--- config.mk ---
export PLATFORM = sky130hd
export DESIGN_NAME = alu_issue_ctrl
export DESIGN_NICKNAME = d
export VERILOG_FILES = /design/src/rtl/alu_pkg.sv /design/src/rtl/reg_file_4x8.sv /design/src/rtl/alu_issue_ctrl.sv
export SDC_FILE = /design/constraint.sdc
export NUM_CORES = 1
export LEC_CHECK = 0
export ABC_AREA = 1
export BUFFER_PORTS_ARGS = -buffer_cell sky130_fd_sc_hd__buf_2
export CAP_MARGIN = 10
export CORE_MARGIN = 4
export CORE_UTILIZATION = 55
export CTS_BUF_LIST = sky130_fd_sc_hd__clkbuf_4 sky130_fd_sc_hd__clkbuf_8
export DETAILED_ROUTE_END_ITERATION = 8
export PLACE_DENSITY = 0.78
export SLEW_MARGIN = 25
export SYNTH_ARGS = -nofsm -noshare
export SYNTH_HDL_FRONTEND = slang
export SYNTH_HIERARCHICAL = 1
export SYNTH_SLANG_ARGS = --single-unit
--- constraint.sdc ---
create_clock -name clk -period 2.8 [get_ports clk]
set_input_delay 0.56 -clock clk [delete_from_list [all_inputs] [get_ports clk]]
set_output_delay 0.56 -clock clk [all_outputs]
set_load 0.01 [all_outputs]
--- src/rtl/alu_pkg.sv ---
// alu_pkg: shared types and constants for the ALU issue/writeback path.
// Holds ALU opcode encodings, the issue FSM state type, instruction field
// bit positions, flag indices and the packed flag payload.
package alu_pkg;

    localparam int unsigned DATA_W     = 8;
    localparam int unsigned INSTR_W    = 16;
    localparam int unsigned ALU_OP_W   = 4;
    localparam int unsigned OP_FIELD_W = 3;
    localparam int unsigned IMM_W      = 4;
    localparam int unsigned REG_IDX_W  = 2;
    localparam int unsigned NUM_REGS   = 4;
    localparam int unsigned FLAG_W     = 4;

    // ALU opcode encodings as presented on alu_op
    localparam logic [ALU_OP_W-1:0] ALU_ADD = 4'd0;
    localparam logic [ALU_OP_W-1:0] ALU_SUB = 4'd1;
    localparam logic [ALU_OP_W-1:0] ALU_AND = 4'd2;
    localparam logic [ALU_OP_W-1:0] ALU_OR  = 4'd3;
    localparam logic [ALU_OP_W-1:0] ALU_XOR = 4'd4;
    localparam logic [ALU_OP_W-1:0] ALU_NOT = 4'd5;
    localparam logic [ALU_OP_W-1:0] ALU_SHL = 4'd6;
    localparam logic [ALU_OP_W-1:0] ALU_SHR = 4'd7;

    typedef enum logic [1:0] {
        IDLE   = 2'd0,
        DECODE = 2'd1,
        EXEC   = 2'd2,
        WB     = 2'd3
    } issue_state_e;

    // Instruction word field positions; bits [7:4] are reserved
    localparam int unsigned INSTR_IMM_FLAG_BIT = 15;
    localparam int unsigned INSTR_OP_MSB       = 14;
    localparam int unsigned INSTR_OP_LSB       = 12;
    localparam int unsigned INSTR_RD_MSB       = 11;
    localparam int unsigned INSTR_RD_LSB       = 10;
    localparam int unsigned INSTR_RS_MSB       = 9;
    localparam int unsigned INSTR_RS_LSB       = 8;
    localparam int unsigned INSTR_IMM_MSB      = 3;
    localparam int unsigned INSTR_IMM_LSB      = 0;

    // Bit positions inside the 4-bit flags word {C, Z, V, U}
    localparam int unsigned FLAG_C = 3;
    localparam int unsigned FLAG_Z = 2;
    localparam int unsigned FLAG_V = 1;
    localparam int unsigned FLAG_U = 0;

    typedef struct packed {
        logic c;
        logic z;
        logic v;
        logic u;
    } alu_flags_t;

endpackage

--- src/rtl/reg_file_4x8.sv ---
// reg_file_4x8: 4-entry x 8-bit register file.
// Ports: clk, rst_n (async active-low, clears all entries);
//        rd_sel_a/rd_data_a_c, rd_sel_b/rd_data_b_c: combinational read ports;
//        dbg_sel/dbg_data_c: combinational debug read port;
//        wr_en/wr_sel/wr_data: synchronous write port.
module reg_file_4x8
    import alu_pkg::*;
(
    input  logic                 clk,
    input  logic                 rst_n,
    input  logic [REG_IDX_W-1:0] rd_sel_a,
    output logic [DATA_W-1:0]    rd_data_a_c,
    input  logic [REG_IDX_W-1:0] rd_sel_b,
    output logic [DATA_W-1:0]    rd_data_b_c,
    input  logic [REG_IDX_W-1:0] dbg_sel,
    output logic [DATA_W-1:0]    dbg_data_c,
    input  logic                 wr_en,
    input  logic [REG_IDX_W-1:0] wr_sel,
    input  logic [DATA_W-1:0]    wr_data
);

    logic [DATA_W-1:0] regs_q [NUM_REGS];

    // Storage with single write port
    always_ff @(posedge clk or negedge rst_n) begin
        if (!rst_n) begin
            for (int i = 0; i < NUM_REGS; i++) begin
                regs_q[i] <= '0;
            end
        end else if (wr_en) begin
            regs_q[wr_sel] <= wr_data;
        end
    end

    assign rd_data_a_c = regs_q[rd_sel_a];
    assign rd_data_b_c = regs_q[rd_sel_b];
    assign dbg_data_c  = regs_q[dbg_sel];

endmodule

--- src/rtl/alu_issue_ctrl.sv ---
// alu_issue_ctrl: four-cycle issue/writeback controller around an external
// 8-bit ALU. Accepts one instruction in IDLE, reads operands in DECODE,
// lets the ALU settle in EXEC and writes result/flags back in WB.
// Ports: clk, rst_n (async active-low);
//        instr_valid/instr_ready/instr: instruction handshake;
//        done: one-cycle writeback pulse; flag_clr/flags: {C,Z,V,U};
//        dbg_sel/dbg_data: combinational register peek;
//        alu_a/alu_b/alu_imm/alu_use_imm/alu_op: registered ALU drive;
//        alu_result/alu_carry/alu_zero/alu_overflow/alu_underflow: ALU return.
// Build option: ALU_ISSUE_STICKY_FLAGS_EN makes V and U accumulate across
// writebacks until cleared by flag_clr.
module alu_issue_ctrl
    import alu_pkg::*;
(
    input  logic                 clk,
    input  logic                 rst_n,
    input  logic                 instr_valid,
    output logic                 instr_ready,
    input  logic [INSTR_W-1:0]   instr,
    output logic                 done,
    input  logic                 flag_clr,
    output logic [FLAG_W-1:0]    flags,
    input  logic [REG_IDX_W-1:0] dbg_sel,
    output logic [DATA_W-1:0]    dbg_data,
    output logic [DATA_W-1:0]    alu_a,
    output logic [DATA_W-1:0]    alu_b,
    output logic [IMM_W-1:0]     alu_imm,
    output logic                 alu_use_imm,
    output logic [ALU_OP_W-1:0]  alu_op,
    input  logic [DATA_W-1:0]    alu_result,
    input  logic                 alu_carry,
    input  logic                 alu_zero,
    input  logic                 alu_overflow,
    input  logic                 alu_underflow
);

    issue_state_e              state_q;
    logic                      use_imm_q;
    logic [OP_FIELD_W-1:0]     op_q;
    logic [REG_IDX_W-1:0]      rd_q;
    logic [REG_IDX_W-1:0]      rs_q;
    logic [IMM_W-1:0]          imm_q;
    logic [DATA_W-1:0]         result_q;
    alu_flags_t                flags_new_q;
    alu_flags_t                flags_q;
    alu_flags_t                flags_wb_c;
    logic [DATA_W-1:0]         rd_data_a_c;
    logic [DATA_W-1:0]         rd_data_b_c;
    logic                      wr_en_c;

    assign wr_en_c = (state_q == WB);
    assign flags   = flags_q;

    reg_file_4x8 u_reg_file (
        .clk         (clk),
        .rst_n       (rst_n),
        .rd_sel_a    (rd_q),
        .rd_data_a_c (rd_data_a_c),
        .rd_sel_b    (rs_q),
        .rd_data_b_c (rd_data_b_c),
        .dbg_sel     (dbg_sel),
        .dbg_data_c  (dbg_data),
        .wr_en       (wr_en_c),
        .wr_sel      (rd_q),
        .wr_data     (result_q)
    );

    // Flag value committed at WB; a coincident flag_clr drops old sticky bits
    always_comb begin
        flags_wb_c = flags_new_q;
`ifdef ALU_ISSUE_STICKY_FLAGS_EN
        flags_wb_c.v = flags_new_q.v | (flags_q.v & ~flag_clr);
        flags_wb_c.u = flags_new_q.u | (flags_q.u & ~flag_clr);
`endif
    end

    // Issue FSM with registered outputs
    always_ff @(posedge clk or negedge rst_n) begin
        if (!rst_n) begin
            state_q     <= IDLE;
            instr_ready <= 1'b1;
            done        <= 1'b0;
            use_imm_q   <= 1'b0;
            op_q        <= '0;
            rd_q        <= '0;
            rs_q        <= '0;
            imm_q       <= '0;
            alu_a       <= '0;
            alu_b       <= '0;
            alu_imm     <= '0;
            alu_use_imm <= 1'b0;
            alu_op      <= ALU_ADD;
            result_q    <= '0;
            flags_new_q <= '0;
            flags_q     <= '0;
        end else begin
            done <= 1'b0;
            case (state_q)
                IDLE: begin
                    if (instr_valid && instr_ready) begin
                        use_imm_q   <= instr[INSTR_IMM_FLAG_BIT];
                        op_q        <= instr[INSTR_OP_MSB:INSTR_OP_LSB];
                        rd_q        <= instr[INSTR_RD_MSB:INSTR_RD_LSB];
                        rs_q        <= instr[INSTR_RS_MSB:INSTR_RS_LSB];
                        imm_q       <= instr[INSTR_IMM_MSB:INSTR_IMM_LSB];
                        instr_ready <= 1'b0;
                        state_q     <= DECODE;
                    end
                end
                DECODE: begin
                    alu_a       <= rd_data_a_c;
                    alu_b       <= rd_data_b_c;
                    alu_imm     <= imm_q;
                    alu_use_imm <= use_imm_q;
                    alu_op      <= {1'b0, op_q};
                    state_q     <= EXEC;
                end
                EXEC: begin
                    result_q    <= alu_result;
                    flags_new_q <= '{c: alu_carry, z: alu_zero,
                                     v: alu_overflow, u: alu_underflow};
                    done        <= 1'b1;
                    state_q     <= WB;
                end
                WB: begin
                    instr_ready <= 1'b1;
                    state_q     <= IDLE;
                end
                default: begin
                    instr_ready <= 1'b1;
                    state_q     <= IDLE;
                end
            endcase

            if (state_q == WB) begin
                flags_q <= flags_wb_c;
            end else if (flag_clr) begin
                flags_q <= '0;
            end
        end
    end

endmodule

# After elaboration in Yosys (flattened, before gate mapping)
# Index checks and enable logic that the tools add are counted.
# W data, S select, Z words.
# word_totals
register_bits,88
out_inout_bits,39
wordCells,63
# op_classes
n_lt_le_gt_ge,4
eq_ne,4
muxes,19
n_bitwise,3
reduce_logical,7
# ops
operator,count
$mux W8,7
$bmux W8 S2,3
$bwmux W32,1
$demux W8 S2,1
$ge A3 B3 Y1 const B,3
$not A2 Y3,3
$mux W4,2
$pmux W2 S4,1
$eq A2 B2 Y1 const B,2
$reduce_and A2 Y1,2
$reduce_bool A2 Y1,2
$lt A3 B1 Y1 const B,1
$eq A2 B1 Y1 const B,1
$logic_and A1 B1 Y1,2
$logic_not A2 Y1,1
$mux W1,2
$mux W2,1
$ne A2 B2 Y1 const B,1
$pmux W1 S2,1

# Logic depth before layout (Yosys ltp)
# Gate-level depths: netlist (run 1).
# depth
word_depth,6
mapped_depth,8
depth_no_buf,6

# Modules after synthesis
# Netlist (run 1), hierarchy kept.
# modules_own_cells
mod,instances,cells_each,area_per_inst_um2,seq_area_each_um2
reg_file_4x8,1,359,2316.0,800.8
alu_issue_ctrl,1,251,2313.5,1402.6

# Worst setup path before layout (run 1)
# No wires, ideal clock.
# synth_path
path_type,input port to output port
from,in dbg_sel[0]
to,out dbg_data[0]
t_arrival_ps,1127
required_ps,2240
setup_slack_ps,1113
path_stages,6
path_buffers,2
cell_sequence,buf_4 > inv_2 > buf_4 > nand2_1 > nand3_1 > nand2_1
# synth_via
elab_chain_cells,4
# synth_rtl
element,line_no,text
"start, declared",alu_issue_ctrl.sv:23,"input logic [REG_IDX_W-1:0] dbg_sel,"
$not A2 Y3 (implied by the code),reg_file_4x8.sv:37,assign dbg_data_c = regs_q[dbg_sel];
$bmux W8 S2,reg_file_4x8.sv:37,
$mux W8 (implied by the code) (2 in a row),reg_file_4x8.sv:37,
"end, declared",alu_issue_ctrl.sv:24,"output logic [DATA_W-1:0] dbg_data,"
# No other way between the ends. The select of a mux whose other input is x is not followed.

# Final worst setup path (run 1)
# Ends and elaborated chain as after synthesis.

==> impl_metrics.tcl, run 1 <==
set metrics [dict create \
    finClkSkew_ns 0.00934 \
    avgRoutedWirePerCell_um 12.9 \
    grt_overflow 0 \
    seq_area_frac_synth_pct 47.6 \
    postRouteWirelength_um 10000 \
    cap_violations 0 \
    tns_ns 0 \
    drt_iter0_drc 212 \
    synth_edf_count 0 \
    io_buffer_count 67 \
    fmax_mhz 504 \
    ff2ff_path_depth 5 \
    rows 33 \
    cts_post_setup_buffers_inserted 0 \
    drive_gt1_share_pct 16.6 \
    n_antenna_cell 0 \
    dp_cells 757 \
    num_io_pins 73 \
    synth_top_cell_area_share_pct 47.0 \
    synth_top_area_cell "dfrtp_1" \
    syn_avg_cell_area_um2 7.59 \
    tightest_slew_ns 0.647 \
    regToRegSetupSlack_ns 1.02 \
    regToRegStartpoint "state_q[0]" \
    r2r-end "op_q[1]" \
    die_h_um 99.7 \
    ir_drop_mv 0.234 \
    holdBufCountCts 0 \
    hold_ws_ns 0.226 \
    cts_root_buffer "clkbuf_8" \
    fin_crit_sh_pct 70.8 \
    crit_end "dbg_data[0]" \
    post-synth-top-count-cell "nand2_1" \
    cts_buffers 9 \
    p_per_area_nw_per_um2 423 \
    synth-async-reset-ratio_pct 100 \
    synth_cells 610 \
    cts.clk_slew.worst_paths_ns 0.09 \
    ys_ff_latch 88 \
    cts_max_level 3 \
    maxSlewViolCount 0 \
    grt_pass1_vias 3527 \
    vias_per_cell 5.14 \
    dpl-instance-area_um2 4940 \
    cts_tree "done" \
    track_usage_pct 20.9 \
    startpoint_type "input pin" \
    cts_num_sinks 88 \
    drc 0 \
    dr.pass1.iters 5 \
    syn_area_um2 4630 \
    clock_latency_ns 0.35 \
    clock_path_buffers 2 \
    ys_top_cells_by_area "dfrtp_1 (47%), nand2_1 (20%), inv_1 (6.7%)" \
    synthFlopType "dfrtp_1" \
    core_area_um2 8220 \
    cts.repair.resized 0 \
    grt_start_max_net_pins 50 \
    fillers 760 \
    slew-limit-headroom_pct 56.9 \
    worstSetupStartpoint "dbg_sel[0]" \
    setup_viol 0 \
    layout.nets 704 \
    num_vias 3970 \
    rsz0062_at_grt "false" \
    gp_congestion 0.827 \
    die_area_um2 9950 \
    grt_pass1_wl_um 16700 \
    final_area_um2 5120 \
    dp_hpwl_um 7370 \
    layoutNonFillerInstCount 773 \
    die_w_um 99.7 \
    critPathArrivalTime_ns 1.42 \
    hold_viol 0 \
    antenna_left 0 \
    antenna_found_initial 0 \
    required_ns 2.24 \
    synth_commonest_cells "nand2_1 (252), dfrtp_1 (87), inv_1 (83)" \
    critical_path_class "in2out" \
    layout_min_cycle_time_ns 1.98 \
    initial_utilization_pct 56.3 \
    syn_nets 651 \
    power.static_leakage_uw 0.00297 \
    crit_path_max_fanout 17 \
    end_kind "output pin" \
    area_delta_synth_final_pct 10.6 \
    status "complete, no violations" \
    ys.warnings.count 6 \
    yosysUniqueCellTypes 22 \
    hold_path_class "in2async" \
]
==> layer usage <==
metal	up-vias	track usage (%)	wire, µm
li1	2005	-	-
met1	1850	29.5	4640
met2	104	33.1	4730
met3	11	2.95	501
met4	0	6.93	126
met5	-	0	0
==> per-stage QoR <==
step           setup WS, ns  power [µW]  util (%)
2_1_floorplan          1.11        1330         -
3_3_place_gp          0.860        1390      60.2
3_5_place_dp          0.820        1390      60.2
4_1_cts               0.823        2200      62.3
5_1_grt               0.730        2260      62.3
6_report              0.818        2170      62.3
==> layout make-up <==
class	count	area (µm²)	area share (%)
inverter	88	330	6.45
clock buffer	9	124	2.42
clock inverter	7	55.1	1.07
multi-input combinational	403	1880	36.8
timing repair buffer	73	395	7.72
tap	105	131	2.56
sequential	88	2200	43.0
==> worst max-delay path: stages <==
cell     delay [ns]
buf_2          0.26
inv_2          0.19
nand2_1        0.10
nand3_1        0.07
nand2_1        0.10
buf_2          0.14
==> worst min path at each step <==
stage                     startpoint                    end  slack (ns)  cells after the start
2_1_floorplan                  rst_n               alu_a[0]        0.26                      0
3_3_place_gp   u_reg_file/regs_q[24]  u_reg_file/regs_q[24]        0.45                      2
3_5_place_dp   u_reg_file/regs_q[31]  u_reg_file/regs_q[31]        0.46                      2
4_1_cts                        rst_n                   done        0.23                      1
5_1_grt                        rst_n               flags[1]        0.26                      1
6_report                       rst_n               imm_q[1]        0.23                      1
==> cell usage in the layout, fill, tap and decap left out, drive strengths merged <==
master,n
inv,91
clkinv,3
conb,1
clkinvlp,1
clkbuf,9
dfrtp,87
nor2,2
ha,7
nand4,28
nand2,255
buf,73
dfstp,1
o21ai,48
nand3,62
==> state kept, by name, indices dropped and copies added, names as in the netlist <==
name / flops
alu_use_imm: 1
alu_imm: 4
alu_op: 3
u_reg_file/regs_q: 32
done: 1
instr_ready: 1
use_imm_q: 1
rd_q: 2
alu_a: 8
rs_q: 2
op_q: 3
alu_b: 8
state_q: 2
result_q: 8
flags: 4
imm_q: 4
flags_new_q: 4
==> cells by family (layout without fill, tap and decap cells) <==
kind of cell | Yosys count | count (layout) | synth area share (%)
buf+inv | 119 | 177 | 11.7
flops | 88 | 88 | 47.6
fa+ha+maj | 7 | 7 | 1.89
simple gates | 347 | 347 | 32.9
compound gates | 48 | 48 | 5.84
other cells | 1 | 1 | 0.0810
==> report_power, final <==
group | internal [µW] | total [µW] | switching (µW)
Clock | 333 | 806 | 473
Sequential | 1270 | 1270 | 0.0000000000000675
Combinational | 31.9 | 93.0 | 61.1
Total | 1630 | 2170 | 534
No activity file was read; power rests on OpenSTA's default activity.
==> inputs of run 2 (changes only) <==
Settings changed: CORE_UTILIZATION 55 to 53.
Clock period 2.8 ns to 1.7 ns, I/O delays scaled along.
==> run 2 against run 1 <==
Sequential power up 65%. Final area up 3.0%. Register-to-register slack worse by 0.82 ns. Via count up 1.8%. Clock skew up 0.0088 ns. Critical endpoint is now dbg_data[2]. Largest cell class unchanged.
==> impl_metrics.tcl, run 2 (synthesis gave the netlist of run 1 again) <==
set metrics [dict create \
    status "complete, no violations" \
    die_h_um 101 \
    track_usage_pct 21.1 \
    cp.depth 5 \
    dp_hpwl_um 7620 \
    finClkSkew_ns 0.0182 \
    grt_pass1_wl_um 17400 \
    tns_ns 0 \
    n_antenna_cell 0 \
    required_ns 1.36 \
    min_path_cells 3 \
    hold_path_class "in2reg" \
    clock_latency_ns 0.36 \
    grt_pass1_vias 3629 \
    die_area_um2 10300 \
    antenna_found_initial 0 \
    fillers 757 \
    setup_viol 0 \
    grt_start_max_net_pins 49 \
    power.static_leakage_uw 0.00304 \
    top_register "u_reg_file/regs_q" \
    drive_gt1_share_pct 17.5 \
    io_buffer_count 67 \
    cts_max_level 3 \
    startpoint_type "register" \
    fmax_mhz 624 \
    avgRoutedWirePerCell_um 13.3 \
    area_delta_synth_final_pct 13.9 \
    rsz0062_at_grt "false" \
    cp_common_cell "nand2_1" \
    fin_util_pct 63.2 \
    layout.nets 712 \
    fin_crit_sh_pct 94.3 \
    path_buf_inv 2 \
    ff2ff_path_depth 5 \
    cts_num_sinks 88 \
    cp_top_family "flip-flops" \
    die_w_um 101 \
    cts_root_buffer "clkbuf_8" \
    crit_path_max_incr_delay_ns 0.39 \
    drt_iter0_drc 254 \
    postRouteWirelength_um 10400 \
    end_kind "output pin" \
    mostFrequentLayoutCell "nand2_1" \
    final_cell_mix "nand2_1 (252), dfrtp_1 (87), inv_1 (83), buf_2 (66), nand3_1 (58)" \
    maxSlewViolCount 0 \
    rows 33 \
    crit_path_cell_trace "inv_1 -> nand2_1 -> nand3_1 -> nand2_1 -> buf_2" \
    hold_viol 0 \
    layout_min_cycle_time_ns 1.60 \
    slowest_stage "dfrtp_1" \
    clock_path_buffers 2 \
    critPathArrivalTime_ns 1.26 \
    num_vias 4042 \
    cts.clk_slew.worst_paths_ns 0.09 \
    crit_path_max_fanout 3 \
    antenna_left 0 \
    gp_congestion 0.851 \
    initial_utilization_pct 55.5 \
    num_io_pins 73 \
    cts_buffers 9 \
    vias_per_cell 5.18 \
    largest_register_ffs 32 \
    critical_path_class "reg2out" \
    grt_overflow 0 \
    cts_tree "done" \
    drc 0 \
    dr.pass1.iters 6 \
    ir_drop_mv 0.439 \
    p_per_area_nw_per_um2 743 \
    cap_violations 0 \
    core_area_um2 8340 \
]
[run 2: changes by cell type in the layout (fill, tap and decap cells not counted)]
| cell | previous run | this run |
|---|---|---|
| buf_4 | 6 | 10 |
| bufinv_16 | 0 | 2 |
| clkbuf_8 | 9 | 10 |
| dlygate4sd3_1 | 0 | 1 |
| clkbuf_4 | 0 | 2 |
| clkinv_4 | 1 | 2 |
| buf_12 | 1 | 4 |
| clkinvlp_4 | 1 | 0 |
| inv_6 | 2 | 0 |
| clkinv_2 | 2 | 0 |
| inv_8 | 1 | 0 |
[run 2: stage by stage]
step / setup WS [ns] / hold WS (ns) / instance area, µm² / total power, µW / instances
6_report: 0.0971 / 0.185 / 5270 / 3920 / 781
4_1_cts: 0.108 / 0.177 / 5270 / 3930 / 781
3_3_place_gp: 0.287 / 0.271 / 5030 / 2290 / 764
5_1_grt: 0.0416 / 0.172 / 5270 / 4050 / 781
3_5_place_dp: 0.242 / 0.277 / 5030 / 2300 / 764
2_1_floorplan: 0.429 / 0.0444 / 4630 / 2190 / 610
[run 2: path summary, 6_finish.rpt]
| kind | slack [ns] | from | endpoint |
|---|---|---|---|
| worst max-delay path | 0.1 | u_reg_file/regs_q[2] | dbg_data[2] |
| worst min-delay path | 0.18 | alu_result[6] | result_q[6] |
| worst max register to register | 0.20 | state_q[1] | u_reg_file/regs_q[1] |
| worst min register to register | 0.48 | u_reg_file/regs_q[12] | u_reg_file/regs_q[12] |
| max in group asynchronous | 0.69 | rst_n | instr_ready |
| min in group asynchronous | 0.43 | rst_n | alu_imm[0] |
[run 2: power by group]
| group | leakage (µW) | internal [µW] | switching [µW] | total, µW |
|---|---|---|---|---|
| Combinational | 0.00176 | 58.8 | 104 | 163 |
| Sequential | 0.00116 | 2090 | 0.000000000000104 | 2090 |
| Clock | 0.000118 | 908 | 755 | 1660 |
[run 2: area by class of cell]
type | count | area [µm²] | area share (%)
Inverter | 88 | 330 | 6.26
Clock buffer | 12 | 153 | 2.89
Multi-Input combinational cell | 403 | 1880 | 35.7
Sequential cell | 88 | 2200 | 41.8
Tap cell | 105 | 131 | 2.49
Timing Repair Buffer | 81 | 495 | 9.40
Clock inverter | 4 | 77.6 | 1.47
[run 2: timing repair]
item                                    4_1_cts  5_1_grt
gates resized for setup                       0        0
endpoints found under the setup margin        0        0
hold endpoints to repair                     23        0
hold buffers                                  1        0
setup buffers                                 0        0
[run 2: worst reg2reg max path, stage by stage, from the launching register on]
cell     delay [ns]
dfrtp_1        0.47
ha_1           0.26
buf_12         0.20
nand3_4        0.23
nand2_1        0.16
o21ai_2        0.06
[run 2: metal layers]
metal / GRT usage, % / vias to the layer above / wire length, µm
li1: - / 2027 / -
met1: 29.8 / 1858 / 4620
met2: 33.9 / 145 / 5000
met3: 3.31 / 12 / 650
met4: 6.13 / 0 / 91
met5: 0 / - / 0
